<file path="src/rtl/nco_adsr_envelope.sv">
// ADSR amplitude envelope applied to the offset-binary NCO sample stream.
// The envelope advances once per TICK_DIV clocks. Gate edges act on the very
// next clock and take priority over a coincident tick. The output path is a
// two-stage pipeline: a signed multiply stage, then a rescale stage that
// re-centres the result on midscale.
module nco_adsr_envelope #(
    parameter int BIT_DEPTH = 12,
    parameter int ENV_W     = 16,
    parameter int TICK_DIV  = 100
) (
    input  logic                 clk,
    input  logic                 rst,
    input  logic                 gate,
    input  logic [ENV_W-1:0]     attack_step,
    input  logic [ENV_W-1:0]     decay_step,
    input  logic [ENV_W-1:0]     sustain_level,
    input  logic [ENV_W-1:0]     release_step,
    input  logic [BIT_DEPTH-1:0] sample_in,
    output logic [BIT_DEPTH-1:0] sample_out,
    output logic [ENV_W-1:0]     env_out,
    output logic [2:0]           state_out,
    output logic                 busy
);

    localparam int CNT_W = (TICK_DIV > 1) ? $clog2(TICK_DIV) : 1;
    localparam int PW    = BIT_DEPTH + ENV_W + 2;
    localparam logic [BIT_DEPTH-1:0] MID     = {1'b1, {(BIT_DEPTH-1){1'b0}}};
    localparam logic [ENV_W-1:0]     ENV_MAX = {ENV_W{1'b1}};

    typedef enum logic [2:0] {
        IDLE    = 3'd0,
        ATTACK  = 3'd1,
        DECAY   = 3'd2,
        SUSTAIN = 3'd3,
        RELEASE = 3'd4
    } state_t;

    state_t            state, state_next;
    logic [ENV_W-1:0]  env, env_next;
    logic [CNT_W-1:0]  cnt;
    logic              gate_d;
    logic              tick, rise, fall;
    logic [ENV_W:0]    att_sum;
    logic signed [ENV_W:0] dec_diff;
    logic signed [BIT_DEPTH:0] d;
    logic signed [PW-1:0]      p;

    assign tick      = (cnt == CNT_W'(TICK_DIV - 1));
    assign rise      = gate & ~gate_d;
    assign fall      = ~gate & gate_d;
    assign att_sum   = {1'b0, env} + {1'b0, attack_step};
    assign dec_diff  = $signed({1'b0, env}) - $signed({1'b0, decay_step});
    assign d         = $signed({1'b0, sample_in} - {1'b0, MID});
    assign env_out   = env;
    assign state_out = state;
    assign busy      = (state != IDLE);

    // Free-running prescaler and gate edge register; gate edges never reset it.
    always_ff @(posedge clk or posedge rst) begin
        if (rst) begin
            cnt    <= '0;
            gate_d <= 1'b0;
        end else begin
            cnt    <= tick ? '0 : cnt + 1'b1;
            gate_d <= gate;
        end
    end

    // Envelope state and level registers.
    always_ff @(posedge clk or posedge rst) begin
        if (rst) begin
            state <= IDLE;
            env   <= '0;
        end else begin
            state <= state_next;
            env   <= env_next;
        end
    end

    // Next state: gate edges first (env kept), otherwise per-tick stage update.
    always_comb begin
        state_next = state;
        env_next   = env;
        if (rise) begin
            state_next = ATTACK;
        end else if (fall && (state == ATTACK || state == DECAY || state == SUSTAIN)) begin
            state_next = RELEASE;
        end else if (fall) begin
            state_next = state;
        end else if (tick) begin
            case (state)
                IDLE: begin
                    env_next = '0;
                end
                ATTACK: begin
                    if (attack_step == '0 || att_sum >= {1'b0, ENV_MAX}) begin
                        env_next   = ENV_MAX;
                        state_next = DECAY;
                    end else begin
                        env_next = att_sum[ENV_W-1:0];
                    end
                end
                DECAY: begin
                    if (decay_step == '0 || dec_diff <= $signed({1'b0, sustain_level})) begin
                        env_next   = sustain_level;
                        state_next = SUSTAIN;
                    end else begin
                        env_next = dec_diff[ENV_W-1:0];
                    end
                end
                SUSTAIN: begin
                    env_next = sustain_level;
                end
                RELEASE: begin
                    if (release_step == '0 || env <= release_step) begin
                        env_next   = '0;
                        state_next = IDLE;
                    end else begin
                        env_next = env - release_step;
                    end
                end
                default: begin
                    env_next   = '0;
                    state_next = IDLE;
                end
            endcase
        end
    end

    // Stage 1: signed (sample - midscale) times unsigned envelope.
    always_ff @(posedge clk or posedge rst) begin
        if (rst) begin
            p <= '0;
        end else begin
            p <= PW'(d) * PW'($signed({1'b0, env}));
        end
    end

    // Stage 2: floor-rescale by 2^ENV_W and re-centre; magnitude never exceeds midscale.
    always_ff @(posedge clk or posedge rst) begin
        if (rst) begin
            sample_out <= MID;
        end else begin
            sample_out <= MID + BIT_DEPTH'(p >>> ENV_W);
        end
    end

endmodule
</file>
<file path="config.mk">
export PLATFORM = sky130hd
export DESIGN_NAME = nco_adsr_envelope
export DESIGN_NICKNAME = d
export VERILOG_FILES = /design/src/rtl/nco_adsr_envelope.sv
export SDC_FILE = /design/constraint.sdc
export NUM_CORES = 1
export LEC_CHECK = 0
export CELL_PAD_IN_SITES_DETAIL_PLACEMENT = 1
export CELL_PAD_IN_SITES_GLOBAL_PLACEMENT = 1
export CORE_UTILIZATION = 46
export CTS_BUF_LIST = sky130_fd_sc_hd__clkbuf_8
export DETAILED_ROUTE_END_ITERATION = 8
export GPL_TIMING_DRIVEN = 1
export PLACE_DENSITY_LB_ADDON = 0.1
export SETUP_SLACK_MARGIN = 0.3
export SYNTH_ARGS = -nofsm -noshare
export SYNTH_HDL_FRONTEND = slang
export SYNTH_SLANG_ARGS = --single-unit
</file>
<file path="constraint.sdc">
create_clock -name clk -period 7.6 [get_ports clk]
set_input_delay 1.14 -clock clk [delete_from_list [all_inputs] [get_ports clk]]
set_output_delay 1.14 -clock clk [all_outputs]
set_load 0.005 [all_outputs]
</file>
Word-level counts from Yosys, hierarchy flattened. Index checks and enable logic that the tools add are counted.

Register bits: 67. Word-level logic and storage cells: 61.

$add $sub $neg: 6. Multiply operators: 1. Order comparisons: 3. Equality and inequality tests: 10. Muxes and demuxes: 13. Bitwise gates (word level): 7. Reduce and logical (&&, ||, !) cells: 15.

Operators with widths (count): $pmux W16 S4 (1); $logic_not A16 Y1 (3); $mux W16 (3); $mul A13 B17 Y28 (1); $mux W3 (7); $add A16 B16 Y17 (1); $ge A17 B16 Y1 const B (1); $le A17 B17 Y1 (1); $sub A16 B16 Y17 (1); $le A16 B16 Y1 (1); $sub A16 B16 Y16 (1); $sub A12 B12 Y13 const B (1); $add A12 B12 Y12 const A (1); $pmux W3 S4 (1); $ne A4 B2 Y1 const B (2); $add A7 B1 Y7 const B (1); $eq A7 B7 Y1 const B (1); $mux W7 (1); $eq A3 B2 Y1 const B (2); $reduce_and A6 Y1 (1); $reduce_bool A3 Y1 (2); $logic_or A1 B1 Y1 (5); $not A1 Y1 (5); $ne A4 B4 Y1 const B (1); other kinds (9) (10).

Logic depth before layout (Yosys ltp). Gate-level depths: netlist of the first run.

Word-level depth: 9. Mapped depth: 23.

Worst setup path after synthesis of the first run. OpenSTA, ideal clock, no wires.

Path kind: input -> register. From: input port sample_in[4]. To: register p[26]. Setup time: 0.080 ns. Arrival: 6.400 ns. Required time: 7.520 ns. Slack: 1.120 ns. Stages: 21. Buffers on the path: 1. Cell sequence: clkbuf_1 nand2_1 fa_1 fa_1 inv_1 fa_1 fa_1 fa_1 inv_1 fa_1 inv_1 ha_1 a21o_1 a31oi_1 a31o_2 o21ai_1 o41ai_2 o21ai_1 or2_1 a21oi_1 xnor2_1.

Cells in the longest elaborated chain, start to end: 2.

Ends and longest elaborated chain: from (decl) (line 18) `input logic [BIT_DEPTH-1:0] sample_in,`; $sub A12 B12 Y13 (line 53) `assign d = $signed({1'b0, sample_in} - {1'b0, MID});`; $mul A13 B17 Y28 (line 135) `p <= PW'(d) * PW'($signed({1'b0, env}));`; to (signal assigned) (line 135); to (decl) (line 46) `logic signed [PW-1:0] p;`.

Every way passes these cells. A chain may end at the register's enable or synchronous reset.

Final worst setup path of the first run. Ends and elaborated chain as after synthesis.

==> flow_summary.toml, run 1 <==
[grt]
final_global_route_overflow_total = 0
grt_antenna_before_repair = 0
gr-usage-all-layers = 0.287
pin_count_of_the_biggest_net_entering_global_routing = 52
grt_first_pass_wirelength_um = 56900
grt_pass1_vias = 10700

[floorplan]
floorplan.die_area_um2 = 25500
die_width_um = 160
die_h_um = 160
initial_util = 0.470
design.portCount = 111
floorplan.core_area_um2 = 24300
fp-row-count = 57

[setup_path]
crit_type = "in2reg"
flop2flop_setup_slack_ns = 1.20
worst_ep_required_time_ns = 7.89
crit_arrival_ns = 7.22
reg2reg_from = "env_out[9]$_DFFE_PP0P_"
crit_path_max_fanout = 7
endpoint_of_the_most_critical_setup_path = "p[26]$_DFF_PP0_"
worstSetupStartpointType = "primary input"
startpoint = "sample_in[4]"
timing.reg2reg.worst_path_depth = 21
r2r-end = "p[26]$_DFF_PP0_"
worst_setup_path_end_kind = "flop"

[timing]
setup-tns-final_ns = 0
setup_repair_after_global_routing_missed_its_margin = "no"
finalWorstSetupSlack_ns = 0.668
final.hold.worst_slack_ns = 0.360
transition_time_at_the_pin_with_the_least_slew_margin_ns = 0.972
skew_ns = 0.0167
min_period_ns = 6.93
final_min_period_over_clock_period = 0.912
timing_hold_violations_final = 0
relative_slew_margins = 0.352
timing_max_transition_violations_final = 0
max_freq_mhz = 144
timing.final.setup_violations = 0

[cts]
cts_inserted_buffers = 5
clock-sinks = 51
cts_setup_buffers = 0
clock_tree_root_driver_cell = "sky130_fd_sc_hd__clkbuf_8"
worst_skew_pair.late_latency_ns = 0.35
worst_setup_hold_path_clk_slew_ns = 0.12
h-tree-depth = 2
cts_max_path_buffers = 2
hold_buffers = 0
cts_resized = 0
cts_tree = "yes"

[layout]
fill_cells = 2875
layout-area-overhead-vs-synth_pct = 14.6
multi_input_comb_area_um2 = 9170
num_antenna_cells = 0
drive_above_1_share = 0.0431
area.sequential_um2 = 1280
nets = 1802
fin_cells = 1740

[drt]
post_drt_via_cell_ratio = 5.59
detailed_route_via_count = 9731
wl_per_cell_um = 19.9
postRouteAntennaNets = 0
wl_um = 34600
detailedRoute.firstIterationViolations = 409
number_of_optimization_iterations_in_the_first_detailed_route_pass = 4
drc = 0

[placement]
pre_cts_ws_ns = 0.198
finalWeightedCongestion = 0.920
detailedPlacementHpwl_um = 28600
io_buffer_count = 110
post-place-cells = 1732

[power]
worst_ir_drop_vdd_mv = 0.0603
static-leakage-power_nw = 6.51
p_sw_frac = 0.342
power_report.internal_total_w = 0.000501
power_frac_comb = 0.322
power.net_switching_w = 0.000260
clock_power_share = 0.301
seq_power_share = 0.377
p_per_area_nw_per_um2 = 58.1

[synth]
avgSynthCellArea_um2 = 8.69
synth_enable_flop_cells = 0
synth_cell_type_count = 70
synthMostInstantiatedCell = "sky130_fd_sc_hd__inv_1"
synth.net_count = 1701
synthArstFlopShare = 1.00
post-synth-top-area-cell = "sky130_fd_sc_hd__fa_1"
synth.cell_area_um2 = 11400
yosys.area.top_type_share = 0.273
synth-main-ff-cell = "sky130_fd_sc_hd__dfrtp_1"
yosysWarnings = 0
synth_seq_area_share = 0.112
netlist_top_cells_area = "sky130_fd_sc_hd__fa_1, sky130_fd_sc_hd__ha_1, sky130_fd_sc_hd__dfrtp_1"
yosys_register_bits = 51
synth_instances = 1314
post_synth_most_frequent_cells = "sky130_fd_sc_hd__inv_1, sky130_fd_sc_hd__fa_1, sky130_fd_sc_hd__ha_1, sky130_fd_sc_hd__nand2_1, sky130_fd_sc_hd__and2_1"

[outcome]
outcome = "complete, no violations"

[worst_hold_path]
hp-class = "reg2reg"

[run]
max_cap_viol_count = 0
[state kept, by name, indices dropped and copies added (netlist names)]
signal / count
sample_out: 12
state_out: 3
p: 12
env_out: 16
cnt: 7
gate_d: 1
[layout make-up]
type | instances | share of cell area
Sequential cell | 51 | 0.0976
Multi-Input combinational cell | 1007 | 0.701
Clock buffer | 6 | 0.00631
Clock inverter | 2 | 0.00296
Timing Repair Buffer | 139 | 0.101
Inverter | 211 | 0.0605
Tap cell | 324 | 0.0310
[placed cells by master (no fill, tap or decap), drive strengths merged, types with 3 or more instances in the layout]
cell type,n
nand2,139
a21o,19
nor4,16
and3,5
nor2,61
a211oi,16
a31oi,9
nand2b,12
o221ai,5
xnor2,39
nor3,20
fa,156
o311ai,3
nor3b,5
mux2i,4
a31o,3
a22oi,7
dfrtp,50
buf,29
o21a,7
a221oi,3
clkbuf,6
o21bai,6
o211ai,6
xor2,23
ha,152
inv,212
clkdlybuf4s50,108
a21oi,48
nand4,12
and2,85
a22o,4
nand3,31
or3,6
o31ai,3
or2,7
nor2b,20
o21ai,51
[kinds of logic after synthesis]
| family | count (synthesis) | share of synthesized area |
|---|---|---|
| muxes | 5 | 0.00449 |
| adders and majority gates | 309 | 0.441 |
| xor gates and xnor gates | 62 | 0.0475 |
| buffers and inverters | 256 | 0.0861 |
| DFF | 51 | 0.112 |
| and+or+nand+nor | 423 | 0.185 |
| AOI/OAI and AO/OA | 208 | 0.124 |
[power by group through the flow]
stage / registers (W) / clock network (W) / logic, W
6_report: 0.000287 / 0.000229 / 0.000245
5_1_grt: 0.000288 / 0.000239 / 0.000270
4_1_cts: 0.000287 / 0.000231 / 0.000245
3_5_place_dp: 0.000292 / 0 / 0.000242
3_3_place_gp: 0.000292 / 0 / 0.000236
2_1_floorplan: 0.000288 / 0 / 0.000131
[worst min path at each step]
stage / startpoint / to / slack (ns) / cells after the start
finish: p[17]$_DFF_PP0_ / sample_out[1]$_DFF_PP0_ / 0.36 / 0
global route: p[18]$_DFF_PP0_ / sample_out[2]$_DFF_PP0_ / 0.38 / 0
CTS: p[17]$_DFF_PP0_ / sample_out[1]$_DFF_PP0_ / 0.36 / 0
detailed placement: p[22]$_DFF_PP0_ / sample_out[6]$_DFF_PP0_ / 0.34 / 0
global placement: p[16]$_DFF_PP0_ / sample_out[0]$_DFF_PP0_ / 0.33 / 0
floorplan: p[16]$_DFF_PP0_ / sample_out[0]$_DFF_PP0_ / 0.33 / 0
[layer usage]
layer,vias to the layer above,track usage,routed length [um]
li1,4516,-,-
met1,4870,0.373,15300
met2,273,0.491,16600
met3,72,0.0315,1470
met4,0,0.112,1290
met5,-,0,0
[per-stage QoR]
stage,util,power (W),area [um2]
CTS,0.538,0.000763,13100
global route,0.538,0.000797,13100
detailed placement,0.533,0.000534,13000
floorplan,-,0.000420,11400
finish,0.538,0.000761,13100
global placement,0.533,0.000528,13000
[critical path, stage by stage]
cell and delay [ns]:
sky130_fd_sc_hd__clkdlybuf4s50_1 0.66, sky130_fd_sc_hd__buf_4 0.24, sky130_fd_sc_hd__nand2_1 0.09, sky130_fd_sc_hd__fa_1 0.54
sky130_fd_sc_hd__fa_1 0.56, sky130_fd_sc_hd__inv_1 0.07, sky130_fd_sc_hd__fa_1 0.55, sky130_fd_sc_hd__fa_1 0.43
sky130_fd_sc_hd__fa_1 0.45, sky130_fd_sc_hd__ha_1 0.31, sky130_fd_sc_hd__ha_1 0.33, sky130_fd_sc_hd__and3_1 0.18
sky130_fd_sc_hd__a31oi_1 0.23, sky130_fd_sc_hd__a31o_2 0.19, sky130_fd_sc_hd__o21ai_1 0.16, sky130_fd_sc_hd__o41ai_4 0.32
sky130_fd_sc_hd__o21ai_1 0.17, sky130_fd_sc_hd__or2_1 0.26, sky130_fd_sc_hd__a21oi_1 0.19, sky130_fd_sc_hd__xnor2_1 0.14
Note: power is estimated with default switching activity, not from simulation.
==> run 2, diff against run 1 <==
--- a/config.mk
+++ b/config.mk
@@ -6,8 +6,8 @@
 export NUM_CORES = 1
 export LEC_CHECK = 0
 export CELL_PAD_IN_SITES_DETAIL_PLACEMENT = 1
-export CELL_PAD_IN_SITES_GLOBAL_PLACEMENT = 1
-export CORE_UTILIZATION = 46
+export CELL_PAD_IN_SITES_GLOBAL_PLACEMENT = 2
+export CORE_UTILIZATION = 29
 export CTS_BUF_LIST = sky130_fd_sc_hd__clkbuf_8
 export DETAILED_ROUTE_END_ITERATION = 8
 export GPL_TIMING_DRIVEN = 1
==> flow_summary.toml, run 2 (synthesized netlist as in run 1, its figures left out) <==
[layout]
layout-area-overhead-vs-synth_pct = 17.3
mostFrequentLayoutCells = "sky130_fd_sc_hd__inv_1, sky130_fd_sc_hd__fa_1, sky130_fd_sc_hd__ha_1"
nets = 1813
mostFrequentLayoutCell = "sky130_fd_sc_hd__inv_1"
fin_cells = 1947
drive_above_1_share = 0.0505
layout.core_utilization = 0.346
largest_reg_flops = 16

[setup_path]
worst_ep_required_time_ns = 7.87
worst_path_max_delay_cell = "sky130_fd_sc_hd__clkdlybuf4s50_1"
worst_path_cell_chain = "clkdlybuf4s50_1 > and2_1 > fa_1 > inv_1 > fa_1 > inv_1 > fa_1 > fa_1 > fa_1 > inv_1 > fa_1 > inv_1 > ha_1 > a21o_1 > a31oi_1 > a31o_2 > o21ai_1 > buf_4 > o41ai_2 > o21ai_1 > or2_1 > a21oi_1 > xnor2_1"
path_common_cell = "sky130_fd_sc_hd__fa_1"
crit_path_max_fanout = 6
crit_type = "in2reg"
critical-path-max-stage-delay_ns = 0.59
timing.reg2reg.worst_path_depth = 21
worst_setup_path_end_kind = "flop"
crit_arrival_ns = 7.20
worstSetupStartpointType = "primary input"

[timing]
skew_ns = 0.00368
max_freq_mhz = 144
final_min_period_over_clock_period = 0.912
min_period_ns = 6.93
timing_max_transition_violations_final = 0
setup-tns-final_ns = 0
relative_slew_margins = 0.359
setup_repair_after_global_routing_missed_its_margin = "no"
timing.final.setup_violations = 0
transition_time_at_the_pin_with_the_least_slew_margin_ns = 0.959
timing_hold_violations_final = 0
final.hold.worst_slack_ns = 0.361

[floorplan]
fp-row-count = 72
initial_util = 0.295
design.portCount = 111
die_h_um = 200
die_width_um = 200
floorplan.die_area_um2 = 40200
floorplan.core_area_um2 = 38700

[worst_hold_path]
worstHoldPathCells = 0
hp-class = "reg2reg"

[grt]
grt_first_pass_wirelength_um = 60600
final_global_route_overflow_total = 0
grt_pass1_vias = 10500
gr-usage-all-layers = 0.196
pin_count_of_the_biggest_net_entering_global_routing = 52
grt_antenna_before_repair = 1

[placement]
finalWeightedCongestion = 0.832
io_buffer_count = 110
post-place-cells = 1937
detailedPlacementHpwl_um = 31700

[outcome]
outcome = "complete, no violations"

[cts]
cts_tree = "yes"
cts_max_path_buffers = 2
clock-sinks = 51
clock_tree_root_driver_cell = "sky130_fd_sc_hd__clkbuf_8"
h-tree-depth = 2
worst_skew_pair.late_latency_ns = 0.33
cts_inserted_buffers = 5
worst_setup_hold_path_clk_slew_ns = 0.11

[run]
max_cap_viol_count = 0

[power]
worst_ir_drop_vdd_mv = 0.0582
fin_total_pwr_w = 0.000720
p_per_area_nw_per_um2 = 53.8
static-leakage-power_nw = 6.58

[drt]
wl_um = 38000
number_of_optimization_iterations_in_the_first_detailed_route_pass = 5
drc = 0
detailed_route_via_count = 9508
wl_per_cell_um = 19.5
detailedRoute.firstIterationViolations = 401
post_drt_via_cell_ratio = 4.88
postRouteAntennaNets = 0
## run 2: cell types whose count changed in the layout (fill, tap and decap cells not counted), moves of 2 or more
cell	delta
sky130_fd_sc_hd__buf_4	+11
sky130_fd_sc_hd__dlymetal6s2s_1	+4
sky130_fd_sc_hd__diode_2	+2
sky130_fd_sc_hd__clkdlybuf4s50_1	-4
## run 2: timing repair
| action | 4_1_cts | 5_1_grt |
|---|---|---|
| endpoints found under the setup margin | 0 | 1 |
| gates resized for setup | 0 | 6 |
| setup buffers | 0 | 0 |
| endpoints found under the hold margin | 0 | 0 |
| hold buffers | 0 | 0 |
## run 2: per-stage QoR
stage          cell area [um2]  setup WS, ns
3_5_place_dp             13300         0.200
2_1_floorplan            11400          1.12
5_1_grt                  13400         0.346
4_1_cts                  13400         0.543
3_3_place_gp             13300         0.247
6_report                 13400         0.671
## run 2: worst paths after layout
| check | end | slack, ns | from |
|---|---|---|---|
| setup / recovery | p[26]$_DFF_PP0_ | 0.67 | sample_in[9] |
| hold / removal | sample_out[7]$_DFF_PP0_ | 0.36 | p[23]$_DFF_PP0_ |
| setup reg to reg | p[26]$_DFF_PP0_ | 1.21 | env_out[7]$_DFFE_PP0P_ |
| hold reg to reg | sample_out[7]$_DFF_PP0_ | 0.36 | p[23]$_DFF_PP0_ |
| max in group asynchronous | env_out[13]$_DFFE_PP0P_ | 5.80 | rst |
| min in group asynchronous | sample_out[9]$_DFF_PP0_ | 1.31 | rst |
## run 2: power breakdown
group | leakage [nW] | internal, W | switching, W | total, W
Clock | 0.0463 | 0.0000681 | 0.000117 | 0.000185
Combinational | 5.90 | 0.000112 | 0.000134 | 0.000246
Sequential | 0.633 | 0.000280 | 0.00000892 | 0.000289
## run 2: final cells by class
class                   instances  area [um2]
well taps                     518         648
clock buffers                   5        68.8
repair buffers                150        1420
flip-flops and latches         51        1280
multi-input cells            1007        9160
clock inverters                 3        27.5
diodes                          2        5.00
inverters                     211         792
fillers                      4598       25300
## run 2: routing by layer
layer	vias up	global-route usage	wire (um)
met1	4806	0.280	19000
met2	133	0.325	17600
li1	4542	-	-
met5	-	0	0
met3	27	0.0162	902
met4	0	0.0338	489
## run 2: critical path, delay by kind of cell
kind	cells	cell delay (ns)
XOR/XNOR	1	0.13
AO/OA/AOI/OAI	7	1.28
AND/OR/NAND/NOR	2	0.50
buffers and inverters	6	0.95
adder cells (fa/ha/maj)	7	3.17
==> run 3, diff against run 2 <==
--- a/config.mk
+++ b/config.mk
@@ -7,6 +7,7 @@
 export LEC_CHECK = 0
 export CELL_PAD_IN_SITES_DETAIL_PLACEMENT = 1
 export CELL_PAD_IN_SITES_GLOBAL_PLACEMENT = 2
+export CORE_MARGIN = 4
 export CORE_UTILIZATION = 29
 export CTS_BUF_LIST = sky130_fd_sc_hd__clkbuf_8
 export DETAILED_ROUTE_END_ITERATION = 8
==> flow_summary.toml, run 3 (synthesized netlist as in run 1, its figures left out) <==
[outcome]
outcome = "complete, no violations"

[setup_path]
worst_ep_required_time_ns = 7.87
worstSetupStartpointType = "primary input"
worst_setup_path_end_kind = "flop"
timing.reg2reg.worst_path_depth = 21
worst_path_cell_chain = "clkdlybuf4s50_1 > and2_1 > fa_1 > inv_1 > fa_1 > inv_1 > fa_1 > fa_1 > fa_1 > inv_1 > fa_1 > inv_1 > ha_1 > a21o_1 > a31oi_1 > a31o_2 > o21ai_1 > buf_4 > o41ai_2 > o21ai_1 > or2_1 > a21oi_1 > xnor2_1"
critical-path-top-delay-family = "adder cells"
path_common_cell = "sky130_fd_sc_hd__fa_1"
crit_path_max_fanout = 4
reg2reg_from = "env_out[7]$_DFFE_PP0P_"
crit_arrival_ns = 7.19
crit_type = "in2reg"
worst_path_max_delay_cell = "sky130_fd_sc_hd__fa_1"
crit_buf_inv = 6
r2r-end = "p[26]$_DFF_PP0_"
critical-path-max-stage-delay_ns = 0.54
flop2flop_setup_slack_ns = 1.16

[timing]
final.hold.worst_slack_ns = 0.359
setup_repair_after_global_routing_missed_its_margin = "no"
timing_hold_violations_final = 0
finalWorstSetupSlack_ns = 0.689
skew_ns = 0.0188
min_period_ns = 6.91
relative_slew_margins = 0.389
transition_time_at_the_pin_with_the_least_slew_margin_ns = 0.914
setup-tns-final_ns = 0
final_min_period_over_clock_period = 0.909
max_freq_mhz = 145
timing.final.setup_violations = 0
timing_max_transition_violations_final = 0

[layout]
largest_reg_flops = 16
nets = 1808
drive_above_1_share = 0.0471
mostFrequentLayoutCells = "sky130_fd_sc_hd__inv_1, sky130_fd_sc_hd__fa_1, sky130_fd_sc_hd__ha_1"
layout-area-overhead-vs-synth_pct = 16.8
mostFrequentLayoutCell = "sky130_fd_sc_hd__inv_1"
fill_cells = 4607
fin_cells = 1941

[drt]
post_drt_via_cell_ratio = 4.87
number_of_optimization_iterations_in_the_first_detailed_route_pass = 5
drc = 0
detailedRoute.firstIterationViolations = 404
wl_um = 37800
postRouteAntennaNets = 0
wl_per_cell_um = 19.5
detailed_route_via_count = 9454

[cts]
hold_buffers = 0
cts_tree = "yes"
cts_setup_buffers = 0
worst_setup_hold_path_clk_slew_ns = 0.10
clock-sinks = 51
cts_max_path_buffers = 2
worst_skew_pair.late_latency_ns = 0.36
h-tree-depth = 2
cts_inserted_buffers = 5
cts_resized = 0
clock_tree_root_driver_cell = "sky130_fd_sc_hd__clkbuf_8"

[placement]
io_buffer_count = 110
pre_cts_ws_ns = 0.167
post-place-cells = 1932
finalWeightedCongestion = 0.817
detailedPlacementHpwl_um = 31400

[floorplan]
initial_util = 0.294
fp-row-count = 72
floorplan.die_area_um2 = 42600
die_width_um = 206
design.portCount = 111
die_h_um = 206
floorplan.core_area_um2 = 38800

[power]
worst_ir_drop_vdd_mv = 0.0650
p_per_area_nw_per_um2 = 53.8
static-leakage-power_nw = 6.54

[grt]
grt_pass1_vias = 10800
final_global_route_overflow_total = 0
grt_first_pass_wirelength_um = 61000
pin_count_of_the_biggest_net_entering_global_routing = 52
gr-usage-all-layers = 0.186
grt_antenna_before_repair = 1

[worst_hold_path]
min-delay-start = "p[16]$_DFF_PP0_"
worstHoldPathCells = 0
hp-class = "reg2reg"
whs_endpoint = "sample_out[0]$_DFF_PP0_"

[run]
max_cap_viol_count = 0
==> run 3: changes by cell type in the layout (fill, tap and decap cells not counted), sizes merged <==
| cell | previous run | this run |
|---|---|---|
| inv | 212 | 213 |
| clkdlybuf4s50 | 104 | 106 |
| diode | 2 | 1 |
| dlymetal6s2s | 6 | 4 |
| buf | 40 | 35 |
| clkinvlp | 1 | 0 |
==> run 3: power breakdown <==
group	internal, W	switching (W)	leakage [nW]
logic	0.000111	0.000134	5.86
registers	0.000280	0.00000744	0.633
clock network	0.0000672	0.000118	0.0489
==> run 3: how the worst max path moves through the flow <==
stage	from	slack [ns]	end	cells after the start
2_1_floorplan	sample_in[4]	1.12	p[26]$_DFF_PP0_	21
3_3_place_gp	sample_in[1]	0.23	p[26]$_DFF_PP0_	23
3_5_place_dp	sample_in[1]	0.17	p[26]$_DFF_PP0_	23
4_1_cts	sample_in[1]	0.53	p[26]$_DFF_PP0_	23
5_1_grt	sample_in[6]	0.33	p[26]$_DFF_PP0_	22
6_report	sample_in[7]	0.69	p[26]$_DFF_PP0_	23
==> run 3: layout make-up <==
| class | count | area [um2] | area share |
|---|---|---|---|
| repair buffers | 145 | 1370 | 0.103 |
| diodes | 1 | 2.50 | 0.000187 |
| clock buffers | 5 | 68.8 | 0.00516 |
| inverters | 211 | 792 | 0.0593 |
| well taps | 518 | 648 | 0.0486 |
| clock inverters | 3 | 22.5 | 0.00169 |
| multi-input cells | 1007 | 9160 | 0.686 |
| flip-flops and latches | 51 | 1280 | 0.0957 |
==> run 3: worst register-to-register path: cells and delay by family, from the launching register on <==
| family | cells | cell delay [ns] |
|---|---|---|
| buf+inv | 4 | 0.29 |
| xor+xnor | 1 | 0.13 |
| flops | 1 | 0.92 |
| fa+ha+maj | 7 | 3.26 |
| simple gates | 2 | 0.45 |
| compound gates | 7 | 1.31 |
==> run 3: per-stage QoR <==
| step | area [um2] | util | power [W] |
|---|---|---|---|
| finish | 13300 | 0.344 | 0.000718 |
| global route | 13300 | 0.344 | 0.000772 |
| global placement | 13200 | 0.341 | 0.000538 |
| CTS | 13300 | 0.343 | 0.000735 |
| floorplan | 11400 | - | 0.000420 |
| detailed placement | 13200 | 0.341 | 0.000540 |
==> run 3: routing by layer <==
layer	global-route usage	vias up	part of all wire
met2	0.313	149	0.46
met3	0.0215	37	0.032
met5	0	-	0
met1	0.254	4746	0.48
met4	0.0456	0	0.024
li1	-	4522	-
